File: src/rtl/ws2812_pkg.sv
// Shared WS2812 definitions: default 12 MHz timing, GRB pixel layout and receiver states.
package ws2812_pkg;

    localparam int T0H_CYC   = 5;
    localparam int T1H_CYC   = 10;
    localparam int T0L_CYC   = 10;
    localparam int T1L_CYC   = 5;
    localparam int RESET_CYC = 600;

    typedef struct packed {
        logic [7:0] g;
        logic [7:0] r;
        logic [7:0] b;
    } grb_t;

    typedef enum logic [1:0] {
        SYNC,
        IDLE,
        HIGH,
        LOW
    } rx_state_t;

endpackage

File: src/rtl/sync_2ff.sv
// Two-flop synchronizer for a single asynchronous input bit.
module sync_2ff #(
    parameter logic RST_VAL = 1'b0
) (
    input  logic clk,
    input  logic rst_n,
    input  logic d,
    output logic q
);

    logic meta_p0;

    always_ff @(posedge clk or negedge rst_n) begin
        if (!rst_n) begin
            meta_p0 <= RST_VAL;
            q       <= RST_VAL;
        end else begin
            meta_p0 <= d;
            q       <= meta_p0;
        end
    end

endmodule

File: src/rtl/ws2812_rx.sv
// WS2812 line decoder: measures high/low run lengths on the synchronized line,
// assembles 24-bit GRB pixels, numbers them per frame and reports latches and faults.
module ws2812_rx
    import ws2812_pkg::*;
#(
    parameter int MIN_HIGH     = 2,
    parameter int BIT_THRESH   = 8,
    parameter int MAX_HIGH     = 14,
    parameter int RESET_CYCLES = RESET_CYC,
    parameter int NUM_PIXELS   = 64
) (
    input  logic                          clk,
    input  logic                          rst_n,
    input  logic                          din,
    output logic [23:0]                   pixel_grb,
    output logic [$clog2(NUM_PIXELS)-1:0] pixel_idx,
    output logic                          pixel_valid,
    output logic                          frame_done,
    output logic [$clog2(NUM_PIXELS):0]   pixel_count,
    output logic                          overflow,
    output logic                          pulse_err
);

    localparam int IDX_W = $clog2(NUM_PIXELS);
    localparam int CNT_W = $clog2(RESET_CYCLES + 1);

    localparam logic [CNT_W-1:0] MIN_L    = CNT_W'(MIN_HIGH);
    localparam logic [CNT_W-1:0] THR_L    = CNT_W'(BIT_THRESH);
    localparam logic [CNT_W-1:0] MAX_L    = CNT_W'(MAX_HIGH);
    localparam logic [CNT_W-1:0] RC_L     = CNT_W'(RESET_CYCLES);
    localparam logic [CNT_W-1:0] RC_M1    = CNT_W'(RESET_CYCLES - 1);
    localparam logic [IDX_W:0]   NUM_L    = (IDX_W + 1)'(NUM_PIXELS);
    localparam logic [IDX_W-1:0] LAST_IDX = IDX_W'(NUM_PIXELS - 1);

    logic             lvl;
    rx_state_t        state_q, state_n;
    logic [CNT_W-1:0] cnt_q, cnt_n, cnt_inc;
    logic             accept, err, latch, sync_done, bit_val;

    grb_t             shift_q;
    logic [4:0]       bit_cnt_q;
    logic [IDX_W:0]   frame_idx_q;
    logic             has_bits_q;

    sync_2ff #(.RST_VAL(1'b0)) u_sync (
        .clk   (clk),
        .rst_n (rst_n),
        .d     (din),
        .q     (lvl)
    );

    assign cnt_inc = (cnt_q >= RC_L) ? cnt_q : cnt_q + 1'b1;
    assign bit_val = (cnt_q >= THR_L);

    always_ff @(posedge clk or negedge rst_n) begin
        if (!rst_n) begin
            state_q <= SYNC;
            cnt_q   <= '0;
        end else begin
            state_q <= state_n;
            cnt_q   <= cnt_n;
        end
    end

    // cnt_q holds the number of cycles of the current level seen before this one;
    // an edge loads 1 so the edge cycle itself is counted.
    always_comb begin
        state_n   = state_q;
        cnt_n     = cnt_inc;
        accept    = 1'b0;
        err       = 1'b0;
        latch     = 1'b0;
        sync_done = 1'b0;
        unique case (state_q)
            SYNC: begin
                if (lvl) begin
                    cnt_n = '0;
                end else if (cnt_q >= RC_M1) begin
                    state_n   = IDLE;
                    sync_done = 1'b1;
                end
            end
            IDLE: begin
                if (lvl) begin
                    state_n = HIGH;
                    cnt_n   = CNT_W'(1);
                end
            end
            HIGH: begin
                if (!lvl) begin
                    cnt_n = CNT_W'(1);
                    if (cnt_q < MIN_L || cnt_q > MAX_L) begin
                        err     = 1'b1;
                        state_n = SYNC;
                    end else begin
                        accept  = 1'b1;
                        state_n = LOW;
                    end
                end else if (cnt_q >= MAX_L) begin
                    err     = 1'b1;
                    state_n = SYNC;
                    cnt_n   = '0;
                end
            end
            LOW: begin
                if (lvl) begin
                    state_n = HIGH;
                    cnt_n   = CNT_W'(1);
                end else if (cnt_q >= RC_M1) begin
                    latch   = 1'b1;
                    state_n = IDLE;
                end
            end
            default: begin
                state_n = SYNC;
                cnt_n   = '0;
            end
        endcase
    end

    always_ff @(posedge clk or negedge rst_n) begin
        if (!rst_n) begin
            shift_q     <= '0;
            bit_cnt_q   <= '0;
            frame_idx_q <= '0;
            has_bits_q  <= 1'b0;
            pixel_grb   <= '0;
            pixel_idx   <= '0;
            pixel_valid <= 1'b0;
            frame_done  <= 1'b0;
            pixel_count <= '0;
            overflow    <= 1'b0;
            pulse_err   <= 1'b0;
        end else begin
            pixel_valid <= 1'b0;
            frame_done  <= 1'b0;
            pulse_err   <= err;

            if (accept) begin
                shift_q    <= {shift_q[22:0], bit_val};
                has_bits_q <= 1'b1;
                if (bit_cnt_q == 5'd23) begin
                    bit_cnt_q   <= '0;
                    pixel_grb   <= {shift_q[22:0], bit_val};
                    pixel_valid <= 1'b1;
                    // Past the end of the frame the index sticks at the last slot.
                    if (frame_idx_q >= NUM_L) begin
                        pixel_idx <= LAST_IDX;
                        overflow  <= 1'b1;
                    end else begin
                        pixel_idx   <= frame_idx_q[IDX_W-1:0];
                        frame_idx_q <= frame_idx_q + 1'b1;
                    end
                end else begin
                    bit_cnt_q <= bit_cnt_q + 1'b1;
                end
            end

            if (err) begin
                bit_cnt_q <= '0;
            end

            if (latch) begin
                bit_cnt_q   <= '0;
                frame_idx_q <= '0;
                has_bits_q  <= 1'b0;
                if (has_bits_q) begin
                    frame_done  <= 1'b1;
                    pixel_count <= frame_idx_q;
                end
            end

            // Regaining sync after a fault starts a fresh frame silently.
            if (sync_done) begin
                bit_cnt_q   <= '0;
                frame_idx_q <= '0;
                has_bits_q  <= 1'b0;
            end
        end
    end

endmodule

File: config.mk
export PLATFORM = sky130hd
export DESIGN_NAME = ws2812_rx
export DESIGN_NICKNAME = d
export VERILOG_FILES = /design/src/rtl/ws2812_pkg.sv /design/src/rtl/sync_2ff.sv /design/src/rtl/ws2812_rx.sv
export SDC_FILE = /design/constraint.sdc
export NUM_CORES = 1
export LEC_CHECK = 0
export CORE_MARGIN = 2
export CORE_UTILIZATION = 45
export DETAILED_ROUTE_END_ITERATION = 10
export PLACE_DENSITY = 0.7
export SLEW_MARGIN = 5
export SYNTH_ARGS = -nofsm -noshare
export SYNTH_HDL_FRONTEND = slang
export SYNTH_SLANG_ARGS = --single-unit
File: constraint.sdc
create_clock -name clk -period 2.5 [get_ports clk]
set_clock_uncertainty 0.2 [all_clocks]
set_input_delay 0.5 -clock clk [delete_from_list [all_inputs] [get_ports clk]]
set_output_delay 0.5 -clock clk [all_outputs]
set_load 0.02 [all_outputs]
== Yosys cells after proc, flatten, opt, wreduce, memory -nomap -nowiden ==
Cells that the tools add are included.

* Bits in registers: 91
* Output and inout bits: 41
* Word-level logic and storage cells: 89

* $add $sub $neg: 3
* Magnitude comparators: 7
* Eq/ne operators: 8
* Multiplexer cells: 43
* Reductions and logical operators: 11

{| class="wikitable"
|+ Operator list
! cell !! count
|-
| $mux W10 || 5
|-
| $mux W7 || 5
|-
| $pmux W10 S3 || 1
|-
| $mux W5 || 5
|-
| $ge A10 B10 Y1 const B || 2
|-
| $ge A10 B4 Y1 const B || 2
|-
| $mux W1 || 18
|-
| $mux W2 || 7
|-
| $add A10 B1 Y10 const B || 1
|-
| $gt A10 B4 Y1 const B || 1
|-
| $lt A10 B2 Y1 const B || 1
|-
| $reduce_and A3 Y1 || 3
|-
| $pmux W2 S4 || 1
|-
| $add A7 B1 Y7 const B || 1
|-
| $ge A7 B7 Y1 const B || 1
|-
| $mux W6 || 1
|-
| $ne A3 B3 Y1 const B || 2
|-
| $reduce_bool A3 Y1 || 2
|-
| $add A5 B1 Y5 const B || 1
|-
| $eq A5 B5 Y1 const B || 1
|-
| $eq A2 B2 Y1 const B || 2
|-
| $reduce_and A2 Y1 || 2
|-
| $reduce_bool A4 Y1 || 1
|-
| $eq A2 B1 Y1 const B || 1
|-
| other kinds (5) || 5
|}

== Depth between registers and ports, before layout ==
Gate-level depths: netlist (run 1).

* Word-level depth: 9
* Gate-level depth with buffers: 8
* Gate-level depth less buffers: 6

== Hierarchy ==
Synthesis (run 1) repeated with hierarchy kept, for this count alone.

* Cells, all modules: 332
* Area, all modules: 4165.2 um^2

{| class="wikitable"
|+ By module, submodules not included
! module !! instances !! cells an instance !! area each (um^2) !! sequential area each (um^2)
|-
| ws2812_rx || 1 || 330 || 4115.2 || 2227.1
|-
| sync_2ff || 1 || 2 || 50.0 || 50.0
|}

== Worst setup path after synthesis (run 1) ==
OpenSTA, ideal clock, no wires.

* Path kind: register to register
* Start: register cnt_q[8]
* End: register bit_cnt_q[3]
* Arrival: 2090 ps
* Data required time: 2176 ps
* Slack: 86 ps
* Cell stages (with the launch flop): 6
* Buffers on the path: 0
* Cell sequence: dfrtp_1 or3_1 or3_4 a2111oi_4 a21oi_2 a211o_1

* Cells in the longest elaborated chain, start to end: 8

{| class="wikitable"
|+ Ends and longest elaborated chain
! item !! line !! source
|-
| start, declared || ws2812_rx.sv:37 || <nowiki>logic [CNT_W-1:0] cnt_q, cnt_n, cnt_inc;</nowiki>
|-
| start signal, assigned || ws2812_rx.sv:61 || <nowiki>cnt_q <= cnt_n;</nowiki>
|-
| $lt A10 B2 Y1 / $gt A10 B4 Y1 (equally long branches) || ws2812_rx.sv:92 || <nowiki>if (cnt_q < MIN_L || cnt_q > MAX_L) begin</nowiki>
|-
| $logic_or A1 B1 Y1 || ws2812_rx.sv:92 ||
|-
| $mux W1 || ws2812_rx.sv:92 ||
|-
| $mux W1 || ws2812_rx.sv:90 || <nowiki>if (!lvl) begin</nowiki>
|-
| $mux W1 || ws2812_rx.sv:74 || <nowiki>unique case (state_q)</nowiki>
|-
| $mux W5 || ws2812_rx.sv:159 || <nowiki>if (err) begin</nowiki>
|-
| $mux W5 || ws2812_rx.sv:163 || <nowiki>if (latch) begin</nowiki>
|-
| $mux W5 || ws2812_rx.sv:174 || <nowiki>if (sync_done) begin</nowiki>
|-
| end signal, assigned || ws2812_rx.sv:155 || <nowiki>bit_cnt_q <= bit_cnt_q + 1'b1;</nowiki>
|-
| end, declared || ws2812_rx.sv:41 || <nowiki>logic [4:0] bit_cnt_q;</nowiki>
|}

Parallel ways exist; a longest one is shown, timed or not.
A chain may end at the register's enable or synchronous reset.

== Worst setup path after layout (run 1) ==
* Start: register cnt_q[8]
* End: register frame_idx_q[4]

* Cells in the longest elaborated chain, start to end: 7

{| class="wikitable"
|+ Ends and longest elaborated chain
! item !! line !! source
|-
| $lt A10 B2 Y1 / $gt A10 B4 Y1 (equally long branches) || ws2812_rx.sv:92 ||
|-
| $logic_or A1 B1 Y1 || ws2812_rx.sv:92 ||
|-
| $mux W1 || ws2812_rx.sv:92 ||
|-
| $mux W1 || ws2812_rx.sv:90 ||
|-
| $mux W1 || ws2812_rx.sv:74 ||
|-
| $reduce_bool A3 Y1 (no source line) || - ||
|-
| $reduce_and A3 Y1 (no source line) || - ||
|-
| end signal, assigned || ws2812_rx.sv:152 || <nowiki>frame_idx_q <= frame_idx_q + 1'b1;</nowiki>
|-
| end, declared || ws2812_rx.sv:42 || <nowiki>logic [IDX_W:0] frame_idx_q;</nowiki>
|}

Parallel ways exist; a longest one is shown, timed or not.

==> impl_metrics.json, run 1 <==
{
  "critPathCaptureType": "flop",
  "ys_seq_area_frac": 0.5900,
  "avgViaCountPerCell": 5.301,
  "grt_max_degree": 46,
  "post_drt_wl_per_cell_um": 14.70,
  "min_period_over_period": 0.9373,
  "critPathMaxStageDelay_ns": 0.43,
  "worst_pin_slew_ns": 0.5859,
  "ys_types": 48,
  "holdWs_ns": 0.1566,
  "insertion_delay_ns": 0.35,
  "antenna_found_initial": 0,
  "cp_top_family": "simple AND/OR/NAND/NOR gates",
  "p_leak_uw": 0.002277,
  "portBuffers": 43,
  "h-tree-depth": 3,
  "hold_path_class": "flop to flop",
  "numClockSinks": 91,
  "ant_nets": 0,
  "fill_cells": 686,
  "max-vdd-ir-drop_mv": 0.4239,
  "cpMaxStageDelayCell": "or3_4",
  "path_clk_slew_ns": 0.09,
  "syn_area_um2": 3860,
  "cts_setup_buffers": 0,
  "synth_top_area_frac": 0.5900,
  "yosysTopAreaCell": "dfrtp_1",
  "synthTopCellsByArea": "dfrtp_1, mux2_2, nor2_1, xor2_1, ha_1",
  "slew_viol_final": 0,
  "power_density_nw_per_um2": 510.4,
  "setup_viol": 0,
  "drive_gt1_frac": 0.2781,
  "place_congestion": 0.8047,
  "first_iter_violations": 127,
  "cts_root_buf": "clkbuf_8",
  "required_ns": 2.55,
  "status": "finished, final reports clean",
  "die_x_um": 96.62,
  "critPathLaunchType": "flop",
  "ys_warn_count": 0,
  "nets": 378,
  "ys_seq_elements": 91,
  "num_vias": 2539,
  "cp_max_fo": 8,
  "grt_setup_unrepaired": "false",
  "cp_num_buf_inv": 1,
  "setup-tns-final_ns": 0,
  "insertedDiodeCount": 0,
  "post-route-drc-count": 0,
  "netlist_instances": 307,
  "synth_common_cells": "dfrtp_1, mux2_2, nor2_1, a21oi_1",
  "syn_to_final_growth_pct": 23.31,
  "rows": 33,
  "core_area_um2": 8258,
  "grtUsageTotal": 0.1604,
  "syn_avg_cell_area_um2": 12.57,
  "max_slew_margin": 0.6094,
  "crit_chain": "or3_1, or3_4, a2111oi_4, buf_4, and2b_2",
  "async_flop_share": 1.000,
  "grt_pass1_vias": 2576,
  "grt_pass1_wl_um": 12350,
  "cap_viol_max_count": 0,
  "crit_arrival_ns": 2.39,
  "grt-ovfl-total": 0,
  "max_freq_ghz": 0.4268,
  "dr.pass1.iters": 4,
  "synthesis.nets": 315,
  "routed_wl_um": 7039,
  "yosys_most_used_dff": "dfrtp_1",
  "dieHeight_um": 96.62,
  "synth.most_common_cell": "dfrtp_1",
  "path_class": "flop to flop",
  "clock_path_buffers": 2,
  "dieArea_um2": 9334,
  "cts_made_buffers": 9,
  "cts_tree": "yes",
  "final-hold-violation-count": 0,
  "pin_count": 44,
  "post-dp-hpwl_um": 4955,
  "period_minus_slack_ns": 2.343,
  "start_util": 0.4674,
  "synth_edf_count": 0
}
==> metrics by stage <==
stage / instance area [µm²] / setup slack [ns] / total power (µW) / utilization / std cells
after floorplan: 3860 / 0.08563 / 1538 / - / 307
after global placement: 4569 / 0.07540 / 1588 / 0.5533 / 463
after detailed placement: 4569 / 0.04453 / 1588 / 0.5533 / 463
after CTS: 4747 / 0.02303 / 2464 / 0.5748 / 479
after global routing: 4760 / 0.05912 / 2536 / 0.5764 / 479
final: 4760 / 0.1568 / 2429 / 0.5764 / 479
==> layer usage <==
| metal | up-vias | wire (µm) | GRT usage |
|---|---|---|---|
| met5 | - | 0 | 0 |
| met4 | 0 | 123 | 0.06284 |
| met3 | 14 | 361 | 0.03540 |
| met2 | 55 | 3464 | 0.2601 |
| met1 | 1262 | 3089 | 0.2111 |
| li1 | 1208 | - | - |
==> registers in the layout, indices dropped and copies added (netlist names), 2 cells and up <==
register and count:
pixel_grb 24, shift_q 23, cnt_q 10, frame_idx_q 7, pixel_count 7, pixel_idx 6
bit_cnt_q 5, state_q 2
==> cell type report <==
type                    count  area (µm²)  area share
clock buffers              10       127.6     0.02681
multi-input cells         194        1513      0.3178
well taps                 105       131.4     0.02760
repair buffers             66       640.6      0.1346
clock inverters             5       40.04    0.008412
inverters                   8       30.03    0.006309
flip-flops and latches     91        2277      0.4784
==> layout by cell type, fill, tap and decap left out, types with 2 or more instances in the layout <==
cell	netlist	final
a21oi_1	10	10
inv_1	8	8
and3_1	4	4
mux2_2	52	52
clkdlybuf4s50_1	0	42
nand4b_1	3	3
dfrtp_1	91	91
xnor2_1	5	5
and4b_1	2	2
and2b_2	2	2
clkinvlp_4	0	3
nor2_1	37	36
nand3_1	8	8
a31oi_1	4	4
buf_4	0	20
buf_12	0	3
ha_1	5	5
nand2_1	8	8
nor3_1	4	3
a211o_1	2	2
clkbuf_8	0	9
or3_1	2	2
xor2_1	8	8
o21ai_0	2	2
nor4_1	5	4
nand4_1	7	7
==> path summary, 6_finish.rpt <==
check                      depth (start not counted)                     start  slack (ns)                          to
setup / recovery                                   5        cnt_q[8]$_DFF_PN0_        0.16  frame_idx_q[4]$_DFFE_PN0P_
hold / removal                                     0  u_sync.meta_p0$_DFF_PN0_        0.16          u_sync.q$_DFF_PN0_
setup reg to reg                                   5        cnt_q[8]$_DFF_PN0_        0.16  frame_idx_q[4]$_DFFE_PN0P_
hold reg to reg                                    0  u_sync.meta_p0$_DFF_PN0_        0.16          u_sync.q$_DFF_PN0_
max in group asynchronous                          3                     rst_n        0.98   pixel_grb[22]$_DFFE_PN0P_
min in group asynchronous                          2                     rst_n        0.49  pixel_count[4]$_DFFE_PN0P_
==> what timing repair did <==
| item | 4_1_cts | 5_1_grt |
|---|---|---|
| hold buffers | 1 | 0 |
| setup endpoints to repair | 0 | 46 |
| gates resized for setup | 0 | 2 |
| endpoints found under the hold margin | 43 | 0 |
==> power by group <==
part / switching [µW] / internal [µW] / total, µW
logic: 52.6 / 23.8 / 76.3
registers: 5.34 / 1480 / 1480
clock network: 511 / 361 / 872
total: 569 / 1860 / 2430
==> cells by family (layout without fill, tap and decap cells) <==
kind of cell | after synthesis | in the layout | synth area share
AOI/OAI and AO/OA | 32 | 32 | 0.06322
xor gates and xnor gates | 13 | 13 | 0.02950
adders and majority gates | 5 | 5 | 0.01621
buffers and inverters | 22 | 89 | 0.02334
DFF | 91 | 91 | 0.5900
muxes | 53 | 53 | 0.1543
and+or+nand+nor | 91 | 91 | 0.1235
Note: power is estimated with default switching activity, not from simulation.
==> run 2, diff against run 1 <==
- ABC_AREA: default -> 0
- CELL_PAD_IN_SITES_DETAIL_PLACEMENT: default -> 0
- CELL_PAD_IN_SITES_GLOBAL_PLACEMENT: default -> 1
- CORE_UTILIZATION: 45 -> 41
- PLACE_DENSITY: 0.7 -> 0.76
- SYNTH_HIERARCHICAL: default -> 1
==> impl_metrics.json, run 2 <==
{
  "status": "finished, final reports clean",
  "synth_edf_count": 0,
  "first_iter_violations": 94,
  "slew_viol_final": 0,
  "async_flop_share": 1.000,
  "antenna_found_initial": 0,
  "rows": 36,
  "grt_pass1_vias": 2782,
  "period_minus_slack_ns": 2.313,
  "start_util": 0.4242,
  "cp_max_fo": 31,
  "num_vias": 2801,
  "syn_area_um2": 4165,
  "max_freq_ghz": 0.4324,
  "cts_tree": "yes",
  "dieHeight_um": 104.8,
  "post-route-drc-count": 0,
  "ys_warn_count": 6,
  "min_period_over_period": 0.9251,
  "avgViaCountPerCell": 5.325,
  "place_congestion": 0.8273,
  "mostFrequentLayoutCells": "dfrtp_1, clkdlybuf4s50_1, mux2_1",
  "netlist_instances": 332,
  "drive_gt1_frac": 0.2265,
  "core_area_um2": 9819,
  "critPathLaunchType": "flop",
  "insertedDiodeCount": 0,
  "critPathMaxStageDelay_ns": 0.49,
  "max-vdd-ir-drop_mv": 0.2843,
  "ys_seq_area_frac": 0.5467,
  "cap_viol_max_count": 0,
  "h-tree-depth": 3,
  "final-hold-violation-count": 0,
  "dieArea_um2": 10980,
  "synthTopCellsByArea": "dfrtp_1, mux2_1, mux2_2, mux2_4, nor2_1",
  "ant_nets": 0,
  "final_common_cell": "dfrtp_1",
  "worst_slack_ns": 0.1872,
  "path_class": "flop to flop",
  "die_x_um": 104.8,
  "dr.pass1.iters": 4,
  "nets": 396,
  "insertion_delay_ns": 0.36,
  "pin_count": 44,
  "ys_seq_elements": 91,
  "required_ns": 2.54,
  "yosysTopAreaCell": "dfrtp_1",
  "portBuffers": 43,
  "syn_to_final_growth_pct": 21.21,
  "synth_common_cells": "dfrtp_1, mux2_1, mux2_2, nor2_1",
  "syn_avg_cell_area_um2": 12.55,
  "power_uw": 2588,
  "fin_cells": 526,
  "yosys_most_used_dff": "dfrtp_1",
  "cp_top_family": "compound AO/OA/AOI/OAI gates",
  "post_cts_resized": 0,
  "ys_types": 59,
  "fill_cells": 897,
  "critPathCaptureType": "flop",
  "post_drt_wl_per_cell_um": 15.66,
  "grt_pass1_wl_um": 14130,
  "largest_register_ffs": 24,
  "numClockSinks": 91,
  "setup_viol": 0,
  "grt_max_degree": 92,
  "routed_wl_um": 8239,
  "placed_cells": 509,
  "crit_arrival_ns": 2.35,
  "crit_chain": "and3_4, a211o_1, nor3_4, buf_12, mux2_1",
  "synth_top_area_frac": 0.5467,
  "cpMaxStageDelayCell": "a211o_1",
  "synth.most_common_cell": "dfrtp_1",
  "grtUsageTotal": 0.1588,
  "grt_setup_unrepaired": "false",
  "regMostFlops": "pixel_grb",
  "power_density_nw_per_um2": 512.6,
  "hold_path_class": "flop to flop",
  "path_clk_slew_ns": 0.09,
  "post-dp-hpwl_um": 5522,
  "setup-tns-final_ns": 0,
  "dp_worst_setup_slack_ns": 0.1994,
  "cts_made_buffers": 9,
  "max_slew_margin": 0.4354,
  "grt-ovfl-total": 0,
  "clock_path_buffers": 2,
  "p_leak_uw": 0.002327,
  "worst_pin_slew_ns": 0.8430,
  "synthesis.nets": 340,
  "reg.largest.list": "pixel_grb (24), shift_q (23), cnt_q (10)",
  "cp_num_buf_inv": 1,
  "cts_root_buf": "clkbuf_8"
}
## run 2: metal layers
metal	wire, µm	global-route usage	share of wire
met4	187	0.07048	0.023
met1	4034	0.2216	0.49
met3	279	0.03119	0.034
met5	0	0	0
met2	3738	0.2403	0.45
## run 2: layout make-up
class,count,area (µm²),area share
Sequential cell,91,2277,0.4511
Multi-Input combinational cell,213,1758,0.3482
Clock inverter,6,71.32,0.01413
Inverter,12,45.04,0.008922
Clock buffer,10,127.6,0.02528
Timing Repair Buffer,61,603.1,0.1195
Tap cell,133,166.4,0.03296
## run 2: timing repair
| action | CTS | global route |
|---|---|---|
| hold buffers | 1 | 0 |
| setup buffers | 0 | 0 |
| endpoints found under the hold margin | 26 | 0 |
## run 2: report_power, final
group          switching [µW]  internal [µW]  total (µW)
Sequential               6.93           1480        1480
Clock                     543            473        1020
Combinational            62.8           25.6        88.4
Total                     613           1980        2590
## run 2: path summary, 6_finish.rpt
path                                     startpoint                         end  slack, ns  depth (start not counted)
min                        u_sync/meta_p0$_DFF_PN0_          u_sync/q$_DFF_PN0_       0.18                          0
min in group asynchronous                     rst_n  pixel_count[3]$_DFFE_PN0P_       0.51                          3
max in group asynchronous                     rst_n   pixel_grb[10]$_DFFE_PN0P_       1.21                          3
max                              cnt_q[1]$_DFF_PN0_    pixel_grb[5]$_DFFE_PN0P_       0.19                          5
max reg2reg                      cnt_q[1]$_DFF_PN0_    pixel_grb[5]$_DFFE_PN0P_       0.19                          5
min reg2reg                u_sync/meta_p0$_DFF_PN0_          u_sync/q$_DFF_PN0_       0.18                          0
## run 2: metrics by stage
step                cell area [µm²]  hold slack [ns]  utilization
global placement               4840           0.1539       0.4929
floorplan                      4165         0.004409            -
finish                         5049           0.1778       0.5141
CTS                            5049           0.1905       0.5141
detailed placement             4840           0.1631       0.4929
global route                   5049           0.1955       0.5141
## run 2: logic make-up (layout without fill, tap and decap cells)
kind of cell               Yosys count  in the layout  synth area share
xor gates and xnor gates             7              7           0.01472
AOI/OAI and AO/OA                   61             61            0.1121
DFF                                 91             91            0.5467
adders and majority gates            5              5           0.01502
and+or+nand+nor                     86             86            0.1265
buffers and inverters               28             89           0.03274
muxes                               54             54            0.1523
